<file path="config.mk">
export PLATFORM = sky130hd
export DESIGN_NAME = rob_retire
export DESIGN_NICKNAME = d
export VERILOG_FILES = /design/src/rtl/rob_retire_pkg.sv /design/src/rtl/rob_retire_select.sv /design/src/rtl/rob_retire.sv
export SDC_FILE = /design/constraint.sdc
export NUM_CORES = 1
export LEC_CHECK = 0
export ABC_AREA = 1
export CORE_AREA = 2 2 164 166
export CTS_BUF_LIST = sky130_fd_sc_hd__clkbuf_2
export CTS_CLUSTER_DIAMETER = 120
export CTS_CLUSTER_SIZE = 40
export DETAILED_ROUTE_END_ITERATION = 8
export DIE_AREA = 0 0 166 168
export PLACE_DENSITY = 0.67
export SLEW_MARGIN = 20
export SYNTH_ARGS = -nofsm -noshare
export SYNTH_HDL_FRONTEND = slang
export SYNTH_SLANG_ARGS = --single-unit
</file>
<file path="constraint.sdc">
create_clock -name clock -period 6.45 [get_ports clock]
set_input_delay 0.9675 -clock clock [delete_from_list [all_inputs] [get_ports clock]]
set_output_delay 0.9675 -clock clock [all_outputs]
set_load 0.005 [all_outputs]
</file>
<file path="src/rtl/rob_retire_pkg.sv">
// ---------------------------------------------------------------------------
// pipTypes : shared pipeline types for the reorder-buffer retire stage.
//
// Contents
//   rob_entry_t    : ROB entry as seen by the retire stage (result, destination
//                    register, destination-valid flag, store flag).
//   retire_state_t : retire FSM states RUN / WAIT_ST.
//   clogb2         : ceiling log2, used to size index and count fields.
// ---------------------------------------------------------------------------
package pipTypes;

    typedef struct packed {
        logic [31:0] result_lo;
        logic [4:0]  dest_reg;
        logic        dest_reg_valid;
        logic        is_store;
    } rob_entry_t;

    // Single-bit encoding so that WAIT_ST decodes straight from one flop.
    typedef enum logic [0:0] {
        RUN     = 1'b0,
        WAIT_ST = 1'b1
    } retire_state_t;

    // Smallest r such that 2**r >= value.
    function automatic int clogb2(input int value);
        int r;
        r = 0;
        for (int i = 0; i < 31; i++) begin
            if ((1 << i) < value) begin
                r = i + 1;
            end
        end
        return r;
    endfunction

endpackage

</file>
<file path="src/rtl/rob_retire_select.sv">
// ---------------------------------------------------------------------------
// retire_select : combinational in-order prefix scan over the ROB head slots.
//
// Ports
//   i_valid     : per-slot completed/occupied flags (bit 0 = oldest)
//   i_kill      : per-slot squashed flags
//   i_isStore   : per-slot store flags
//   i_destValid : per-slot destination-register-valid flags
//   i_destReg   : per-slot destination register numbers
//   i_empty     : ROB empty; nothing is eligible while set
//   o_eligible  : eligibility mask of the retiring prefix
//   o_count     : number of eligible slots (0..EXT_COUNT)
//   o_wrEnable  : register-write mask, deduplicated so that only the
//                 youngest writer of a given register keeps its enable
// ---------------------------------------------------------------------------
module retire_select
    import pipTypes::*;
#(
    parameter int EXT_COUNT = 4,
    parameter int CNTW      = 3
) (
    input  logic [EXT_COUNT-1:0] i_valid,
    input  logic [EXT_COUNT-1:0] i_kill,
    input  logic [EXT_COUNT-1:0] i_isStore,
    input  logic [EXT_COUNT-1:0] i_destValid,
    input  logic [4:0]           i_destReg [EXT_COUNT],
    input  logic                 i_empty,
    output logic [EXT_COUNT-1:0] o_eligible,
    output logic [CNTW-1:0]      o_count,
    output logic [EXT_COUNT-1:0] o_wrEnable
);

    logic                 w_chainOk;
    logic [EXT_COUNT-1:0] w_cand;

    // Walk from the oldest slot; the first invalid slot or live store breaks
    // the chain, so everything younger is held this cycle. A live store is
    // never eligible here: it retires through the LSU handshake instead.
    always_comb begin
        w_chainOk  = !i_empty;
        o_eligible = '0;
        o_count    = '0;
        for (int i = 0; i < EXT_COUNT; i++) begin
            if (w_chainOk && i_valid[i] && !(i_isStore[i] && !i_kill[i])) begin
                o_eligible[i] = 1'b1;
                o_count       = o_count + CNTW'(1);
            end else begin
                w_chainOk = 1'b0;
            end
        end
    end

    // A lane writes when it retires live with a real destination (r0 is never
    // written). When a younger retiring lane hits the same register, the older
    // write is dropped so the file ends with the architecturally last value.
    always_comb begin
        w_cand = '0;
        for (int i = 0; i < EXT_COUNT; i++) begin
            w_cand[i] = o_eligible[i] & !i_kill[i] & i_destValid[i] &
                        (i_destReg[i] != 5'd0);
        end
        o_wrEnable = w_cand;
        for (int i = 0; i < EXT_COUNT; i++) begin
            for (int j = i + 1; j < EXT_COUNT; j++) begin
                if (w_cand[j] && (i_destReg[j] == i_destReg[i])) begin
                    o_wrEnable[i] = 1'b0;
                end
            end
        end
    end

endmodule

</file>
<file path="src/rtl/rob_retire.sv">
// ---------------------------------------------------------------------------
// rob_retire : in-order commit stage at the consume end of the reorder buffer.
//
// Each cycle the longest eligible in-order prefix of the EXT_COUNT head slots
// is popped (consume / consume_count) and its results are written to the
// register file one cycle later. A live store at the head is committed via a
// request/acknowledge handshake with the LSU before it leaves the ROB.
//
// Ports
//   clock, reset        : clock, asynchronous active-high reset
//   slot_data/valid/kill: ROB head slots, index 0 is the oldest
//   empty               : ROB is empty
//   consume             : pop request (combinational)
//   consume_count       : popped slots minus one
//   rf_wr_en/reg/data   : registered register-file write port per lane
//   st_commit_req/idx   : store commit request and its ROB index
//   st_commit_ack       : LSU has committed the store
//   head_idx            : mirror of the ROB extract pointer
//   retired_count, killed_count, store_stall_cycles : performance counters
//
// Configuration macro
//   RETIRE_PERF_EN : when defined the three counters are live, wrapping 32-bit
//                    counters; otherwise they read as 0 and no flops exist.
// ---------------------------------------------------------------------------
module rob_retire
    import pipTypes::*;
#(
    parameter int  DEPTH        = 16,
    parameter int  EXT_COUNT    = 4,
    parameter type T            = rob_entry_t,
    parameter int  DEPTHLOG2    = clogb2(DEPTH),
    parameter int  EXTCOUNTLOG2 = clogb2(EXT_COUNT)
) (
    input  logic                    clock,
    input  logic                    reset,
    input  T                        slot_data  [EXT_COUNT],
    input  logic                    slot_valid [EXT_COUNT],
    input  logic                    slot_kill  [EXT_COUNT],
    input  logic                    empty,
    output logic                    consume,
    output logic [EXTCOUNTLOG2-1:0] consume_count,
    output logic                    rf_wr_en   [EXT_COUNT],
    output logic [4:0]              rf_wr_reg  [EXT_COUNT],
    output logic [31:0]             rf_wr_data [EXT_COUNT],
    output logic                    st_commit_req,
    output logic [DEPTHLOG2-1:0]    st_commit_idx,
    input  logic                    st_commit_ack,
    output logic [DEPTHLOG2-1:0]    head_idx,
    output logic [31:0]             retired_count,
    output logic [31:0]             killed_count,
    output logic [31:0]             store_stall_cycles
);

    localparam int CNTW  = EXTCOUNTLOG2 + 1;
    localparam int HEADW = DEPTHLOG2 + 1;

    logic [EXT_COUNT-1:0] w_valid;
    logic [EXT_COUNT-1:0] w_kill;
    logic [EXT_COUNT-1:0] w_isStore;
    logic [EXT_COUNT-1:0] w_destValid;
    logic [4:0]           w_destReg [EXT_COUNT];

    logic [EXT_COUNT-1:0] w_scanElig;
    logic [EXT_COUNT-1:0] w_scanWe;
    logic [CNTW-1:0]      w_scanCount;

    retire_state_t        r_state;
    retire_state_t        w_nextState;
    logic [DEPTHLOG2-1:0] r_headIdx;

    logic [CNTW-1:0]      w_count;
    logic [CNTW-1:0]      w_countMinusOne;
    logic                 w_consume;
    logic [EXT_COUNT-1:0] w_retMask;
    logic [EXT_COUNT-1:0] w_weMask;
    logic                 w_headStore;
    logic                 w_writeCand0;
    logic [HEADW-1:0]     w_headSum;
    logic [HEADW-1:0]     w_headWrapped;

    logic [EXT_COUNT-1:0] r_wrEn;
    logic [4:0]           r_wrReg  [EXT_COUNT];
    logic [31:0]          r_wrData [EXT_COUNT];

    // Flatten the per-slot fields the scan needs into simple vectors.
    always_comb begin
        for (int k = 0; k < EXT_COUNT; k++) begin
            w_valid[k]     = slot_valid[k];
            w_kill[k]      = slot_kill[k];
            w_isStore[k]   = slot_data[k].is_store;
            w_destValid[k] = slot_data[k].dest_reg_valid;
            w_destReg[k]   = slot_data[k].dest_reg;
        end
    end

    retire_select #(
        .EXT_COUNT (EXT_COUNT),
        .CNTW      (CNTW)
    ) u_select (
        .i_valid     (w_valid),
        .i_kill      (w_kill),
        .i_isStore   (w_isStore),
        .i_destValid (w_destValid),
        .i_destReg   (w_destReg),
        .i_empty     (empty),
        .o_eligible  (w_scanElig),
        .o_count     (w_scanCount),
        .o_wrEnable  (w_scanWe)
    );

    assign w_headStore  = !empty & w_valid[0] & w_isStore[0] & !w_kill[0];
    assign w_writeCand0 = !w_kill[0] & w_destValid[0] & (w_destReg[0] != 5'd0);

    // Retire decision for this cycle. In RUN the scan result is used as is;
    // in WAIT_ST only the head store may leave, and only once the LSU acks.
    always_comb begin
        w_nextState = r_state;
        w_count     = '0;
        w_retMask   = '0;
        w_weMask    = '0;
        case (r_state)
            RUN: begin
                if (w_scanCount != '0) begin
                    w_count   = w_scanCount;
                    w_retMask = w_scanElig;
                    w_weMask  = w_scanWe;
                end else if (w_headStore) begin
                    w_nextState = WAIT_ST;
                end
            end
            WAIT_ST: begin
                if (st_commit_ack) begin
                    w_count      = CNTW'(1);
                    w_retMask[0] = 1'b1;
                    w_weMask[0]  = w_writeCand0;
                    w_nextState  = RUN;
                end
            end
            default: begin
                w_nextState = RUN;
            end
        endcase
    end

    assign w_consume       = (w_count != '0);
    assign w_countMinusOne = w_count - CNTW'(1);
    assign consume         = w_consume;
    assign consume_count   = w_consume ? w_countMinusOne[EXTCOUNTLOG2-1:0] : '0;

    // The state is a single flop, so the request is glitch-free.
    assign st_commit_req = (r_state == WAIT_ST);
    assign st_commit_idx = r_headIdx;
    assign head_idx      = r_headIdx;

    // Modulo-DEPTH advance that also holds for non-power-of-two depths.
    assign w_headSum     = {1'b0, r_headIdx} + HEADW'(w_count);
    assign w_headWrapped = (w_headSum >= HEADW'(DEPTH)) ? (w_headSum - HEADW'(DEPTH))
                                                        : w_headSum;

    // FSM state and extract-pointer mirror.
    always_ff @(posedge clock or posedge reset) begin
        if (reset) begin
            r_state   <= RUN;
            r_headIdx <= '0;
        end else begin
            r_state   <= w_nextState;
            r_headIdx <= DEPTHLOG2'(w_headWrapped);
        end
    end

    // Register-file write port, one cycle behind the consume. Address and data
    // follow every retiring lane; only the enable says whether it is a write.
    always_ff @(posedge clock or posedge reset) begin
        if (reset) begin
            r_wrEn <= '0;
            for (int k = 0; k < EXT_COUNT; k++) begin
                r_wrReg[k]  <= '0;
                r_wrData[k] <= '0;
            end
        end else begin
            r_wrEn <= w_weMask;
            for (int k = 0; k < EXT_COUNT; k++) begin
                if (w_retMask[k]) begin
                    r_wrReg[k]  <= w_destReg[k];
                    r_wrData[k] <= slot_data[k].result_lo;
                end
            end
        end
    end

    // Drive the unpacked write-port outputs from the packed registers.
    always_comb begin
        for (int k = 0; k < EXT_COUNT; k++) begin
            rf_wr_en[k]   = r_wrEn[k];
            rf_wr_reg[k]  = r_wrReg[k];
            rf_wr_data[k] = r_wrData[k];
        end
    end

`ifdef RETIRE_PERF_EN
    logic [31:0] r_retiredCount;
    logic [31:0] r_killedCount;
    logic [31:0] r_stallCount;

    // Wrapping event counters: live and killed retirements, and every cycle
    // spent waiting on the LSU (the ack cycle included).
    always_ff @(posedge clock or posedge reset) begin
        if (reset) begin
            r_retiredCount <= '0;
            r_killedCount  <= '0;
            r_stallCount   <= '0;
        end else begin
            r_retiredCount <= r_retiredCount + 32'($countones(w_retMask & ~w_kill));
            r_killedCount  <= r_killedCount + 32'($countones(w_retMask & w_kill));
            if (r_state == WAIT_ST) begin
                r_stallCount <= r_stallCount + 32'd1;
            end
        end
    end

    assign retired_count      = r_retiredCount;
    assign killed_count       = r_killedCount;
    assign store_stall_cycles = r_stallCount;
`else
    assign retired_count      = '0;
    assign killed_count       = '0;
    assign store_stall_cycles = '0;
`endif

endmodule
</file>
== After elaboration in Yosys (flattened, before gate mapping) ==
Index checks and enable logic that the tools add are counted.

* Add/sub/neg operators: 6
* Multiply operators: 0
* Divide/modulo/power cells: 0
* Order comparisons: 1
* Equal/unequal tests: 6
* Shifts and indexed selects: 0
* Muxes and demuxes: 34
* Bitwise gates (word level): 18
* Reductions and logical operators: 33

{| class="wikitable"
|+ Operators with widths
! operator !! number
|-
| equality test 5 bit || 6
|-
| 2-to-1 mux 1 bit || 20
|-
| nonzero test 5 bit || 4
|-
| logical AND 1 bit || 18
|-
| 2-to-1 mux 3 bit || 6
|-
| AND 1 bit || 17
|-
| 2-to-1 mux 4 bit || 3
|-
| zero test 1 bit || 9
|-
| adder 3 x 1 -> 3 bit, second input constant || 2
|-
| one-hot mux 1 bit (2 select lines) || 3
|-
| one-hot mux 3 bit (2 select lines) || 1
|-
| nonzero test 3 bit || 2
|-
| adder 4 x 3 -> 5 bit || 1
|-
| >= comparator 5 bit, second input constant || 1
|-
| subtractor 4 x 1 -> 4 bit, second input constant || 1
|-
| adder 1 x 1 -> 2 bit, second input constant || 1
|-
| 2-to-1 mux 2 bit || 1
|-
| subtractor 2 x 1 -> 2 bit, second input constant || 1
|-
| NOT 1 bit || 1
|}

* Register bits: 157
* Latch bits: 0
* RAM bits: 0
* Memory bits (read-only): 0
* Input bits: 168
* Logic and storage cells: 109
* Memories kept: 0

== Longest topological paths before layout ==
* Word-level depth: 21
* Gate-level depth with buffers: 20
* Depth with buffers taken out: 18

== By module ==
Synthesis repeated with hierarchy kept, for this count alone.

* Cells, all modules: 973
* Area, all modules: 8386.8 um^2

{| class="wikitable"
|+ By module, submodules not included
! module !! instances !! cells each !! area each (um^2) !! sequential area each (um^2)
|-
| rob_retire || 1 || 819 || 7569.8 || 3928.8
|-
| retire_select || 1 || 154 || 817.0 || 0.0
|}

== Worst setup path before layout ==
No wires, ideal clock.

* Path kind: in2out
* Start point: input slot_valid[3] (netlist bit)
* End point: output consume_count[1]
* Arrival: 3.032 ns
* Data required time: 5.483 ns
* Path slack: 2.451 ns
* Stages on the path: 16
* Path through: inv_1 nor2_2 nand2_2 nor2_8 buf_1 ha_1 inv_1 nand3_1 nand2_1 ha_1 or2_0 nand2_1 nor2_1 nor2_1 nand2_1 o21ai_0

* Cells in the longest elaborated chain, start to end: 17
* Elaborated cells between the ends (all ways): 24
* Classes of those cells: add/sub: 4; mux: 10; reduce/logical: 10

{| class="wikitable"
|+ Ends and longest elaborated chain
! element !! RTL line !! source
|-
| start, declared || rob_retire.sv:37 || <nowiki>input logic slot_valid [EXT_COUNT],</nowiki>
|-
| logical AND 1 bit (*) (2 in a row) || rob_retire_select.sv:44 || <nowiki>if (w_chainOk && i_valid[i] && !(i_isStore[i] && !i_kill[i])) begin</nowiki>
|-
| branches (longest 9 deep; another with adder 3 x 1 -> 3 bit) || -- ||
|-
| 2-to-1 mux 3 bit (*) || rob_retire_select.sv:44 ||
|-
| nonzero test 3 bit || rob_retire.sv:123 || <nowiki>if (w_scanCount != '0) begin</nowiki>
|-
| 2-to-1 mux 3 bit (*) || rob_retire.sv:123 ||
|-
| one-hot mux 3 bit (2 select lines) (*) || rob_retire.sv:121 || <nowiki>case (r_state)</nowiki>
|-
| subtractor 2 x 1 -> 2 bit / nonzero test 3 bit (equally long branches) || rob_retire.sv:146, rob_retire.sv:145 ||
|-
| 2-to-1 mux 2 bit (*) || rob_retire.sv:148 || <nowiki>assign consume_count = w_consume ? w_countMinusOne[EXTCOUNTLOG2-1:0] : '0;</nowiki>
|-
| end, declared || rob_retire.sv:41 || <nowiki>output logic [EXTCOUNTLOG2-1:0] consume_count,</nowiki>
|}

Every way passes the cells marked *.

== Worst setup path after layout ==
* Start point: input empty
* End point: output consume_count[1]

* Cells in the longest elaborated chain, start to end: 18
* Elaborated cells between the ends (all ways): 25
* Classes of those cells: add/sub: 4; mux: 10; reduce/logical: 11

{| class="wikitable"
|+ Ends and longest elaborated chain
! element !! RTL line !! source
|-
| start, declared || rob_retire.sv:39 || <nowiki>input logic empty,</nowiki>
|-
| zero test 1 bit (*) || rob_retire_select.sv:40 || <nowiki>w_chainOk = !i_empty;</nowiki>
|-
| branches (longest 11 deep; another with adder 3 x 1 -> 3 bit) || -- ||
|-
| 2-to-1 mux 3 bit (*) || rob_retire_select.sv:44 ||
|-
| nonzero test 3 bit || rob_retire.sv:123 ||
|-
| 2-to-1 mux 3 bit (*) || rob_retire.sv:123 ||
|-
| one-hot mux 3 bit (2 select lines) (*) || rob_retire.sv:121 ||
|-
| subtractor 2 x 1 -> 2 bit / nonzero test 3 bit (equally long branches) || rob_retire.sv:146, rob_retire.sv:145 ||
|-
| 2-to-1 mux 2 bit (*) || rob_retire.sv:148 ||
|}

Marked as above.

==> results.py <==
metrics = {
    "sta": {
        "fin_crit_sh_pct": 80.6,
        "whs_ps": 503,
        "final-max-slew-violation-count": 0,
        "finalHoldViolations": 0,
        "slew_headroom_pct": 45.8,
        "setup-tns-final_ps": 0,
        "rsz0062_at_grt": "false",
        "final.min_clock_period_ps": 5200,
        "tightest_slew_ps": 812,
        "fin_skew_ps": 41.3,
        "setup_viol": 0,
        "fmax_mhz": 192,
    },
    "clock_network": {
        "postCtsHoldBufs": 0,
        "clkSlewWorstSetupHoldPaths_ps": 230,
        "ctsRootBufferMaster": "clkbuf_2",
        "cts.sinks": 157,
        "cts_buffers": 17,
        "cts-htree-levels": 4,
        "clock_path_buffers": 2,
        "clock_latency_ps": 700,
        "cts_setup_buffers": 0,
        "cts_tree": "built",
        "cts_repair_resize_count": 0,
    },
    "place": {
        "place_congestion": 0.807,
        "io_buffers": 331,
        "dp.cells": 1454,
        "place_area_sq_um": 10900,
        "dp_hpwl_mm": 17.7,
    },
    "floorplanning": {
        "placeableCoreArea_sq_um": 26400,
        "die_y_microns": 168,
        "start_util_pct": 29.3,
        "die_w_microns": 166,
        "num_rows": 60,
        "die_area_sq_um": 27900,
        "io_pins": 428,
    },
    "grt": {
        "grt_pass1_wl_mm": 36.9,
        "grt_pass1_vias": 6359,
        "grt_max_degree": 76,
        "grt_overflow": 0,
        "track_usage_pct": 17.0,
        "antenna_found_initial": 3,
    },
    "critical_path": {
        "end_kind": "output port",
        "critPathMaxStageDelay_ps": 530,
        "criticalPathCategory": "input pin to output port",
        "path_cells": "clkdlybuf4s50_1 > nor2_2 > nand2_2 > nor2_8 > buf_4 > nand2_2 > nand2_1 > nand2_1 > ha_1 > or2_0 > nand2_1 > nor2_1 > nor2_1 > nand2_1 > o21ai_0 > clkdlybuf4s50_1",
        "cp_common_cell": "nand2_1",
        "required_ps": 5480,
        "cp_max_fo": 43,
        "cp-start-kind": "input pin",
        "crit_slowest_cell": "clkdlybuf4s50_1",
        "crit_arrival_ps": 4230,
    },
    "detailed_routing": {
        "wl_mm": 24.1,
        "wl_per_cell_microns": 16.2,
        "detail-route-antenna-nets": 0,
        "drt_iter0_markers": 355,
        "via_per_inst": 4.37,
        "vias": 6496,
        "first_pass_iters": 4,
        "drc": 0,
    },
    "job": {
        "maxCapViolCount": 0,
    },
    "power_and_ir_drop": {
        "p_leak_nw": 5.29,
        "powerDensity_nw_per_um2": 271,
        "ir_drop_mv": 0.116,
    },
    "outcome": {
        "status": "finished clean",
    },
    "synth": {
        "netlist_area_sq_um": 7710,
        "synthCells": 830,
        "yosysSeqAreaShare_pct": 51.0,
        "synth_warnings": 0,
        "syn_area_per_cell_sq_um": 9.29,
        "ys_seq_elements": 157,
        "yosys.cell_types.count": 32,
    },
    "cells_and_area": {
        "fin_cells": 1486,
        "largest_reg_flops": 128,
        "fin_area_sq_um": 11200,
        "final_cell_mix": "clkdlybuf4s50_1 (331), nand2_1 (239), dfrtp_1 (157)",
        "fillers": 2608,
        "finalCoreUtilization_pct": 42.5,
        "num-nets-final": 1308,
        "final_common_cell": "clkdlybuf4s50_1",
        "drive_gt1_share_pct": 8.04,
        "area_growth_pct": 45.2,
    },
    "worst_hold_path": {
        "hp-class": "flip-flop to flip-flop",
    },
}
area by class of cell:
cell class              count  area [sq um]  area share, %
flip-flops and latches    157          3930           35.1
inverters                  23          91.3          0.816
multi-input cells         593          3060           27.4
diodes                      1          2.50         0.0224
clock inverters            12           188           1.68
clock buffers              18          90.1          0.805
repair buffers            341          3400           30.4
well taps                 341           427           3.81
cell usage after synthesis, drive strengths merged:
cell type  instances  share of area (%)
nand2            243                 12
dfrtp            157                 51
buf              132                 12
nand3             84                5.6
nand4             48                3.9
mux2              37                5.4
nor2              24                1.5
inv               22                1.1
clkbuf            20               0.97
xnor2             16                1.8
xor2              16                1.8
nor3               7               0.45
ha                 6               0.97
o21ai              5               0.32
o22ai              3               0.24
a21boi             2               0.19
a21oi              2               0.13
or2                2               0.16
clkinv             1              0.049
conb               1              0.049
fa                 1               0.26
nand3b             1              0.097
power breakdown:
| group | internal, W | total, W | switching (W) |
|---|---|---|---|
| sequential | 0.00122 | 0.00136 | 0.000139 |
| clock | 0.000258 | 0.000642 | 0.000385 |
| combinational | 0.000653 | 0.00103 | 0.000380 |
| total | 0.00213 | 0.00303 | 0.000903 |
metal layers:
metal	part of all wire [%]	routed length [microns]	vias up	global-route usage, %
li1	-	-	3102	-
met1	43	10300	3112	21.4
met2	49	11800	253	28.5
met3	6.3	1510	25	4.40
met4	2.0	482	4	5.48
met5	0.095	23	-	0
per-stage QoR:
stage               worst slack [ps]  total power (W)
floorplan                       1250          0.00175
detailed placement              1220          0.00242
CTS                             1210          0.00309
finish                          1250          0.00303
global route                    1010          0.00323
global placement                1230          0.00240
cells by family after synthesis:
group | after synthesis | synth area share (%)
flip-flops | 157 | 51.0
other | 1 | 0.0486
AO/OA/AOI/OAI | 12 | 0.893
multiplexers | 37 | 5.40
XOR/XNOR | 32 | 3.64
adder cells (fa/ha/maj) | 7 | 1.23
AND/OR/NAND/NOR | 409 | 23.7
buffers and inverters | 175 | 14.1
final timing paths:
check,slack (ps),endpoint,cells past startpoint,start
setup / recovery,1250,consume_count[1],16,empty
hold / removal,500,rf_wr_data[6],2,rf_wr_data[6]
setup reg to reg,4160,rf_wr_reg[2],6,st_commit_req
hold reg to reg,500,rf_wr_data[6],2,rf_wr_data[6]
max in group asynchronous,4780,rf_wr_data[99],3,reset
min in group asynchronous,580,rf_wr_data[66],2,reset
critical path: cells and delay by family:
family | cells | cell delay, ps
adders and majority gates | 1 | 270
and+or+nand+nor | 11 | 1500
AOI/OAI and AO/OA | 1 | 70
buffers and inverters | 3 | 1420
Note: power is estimated with default switching activity, not from simulation.
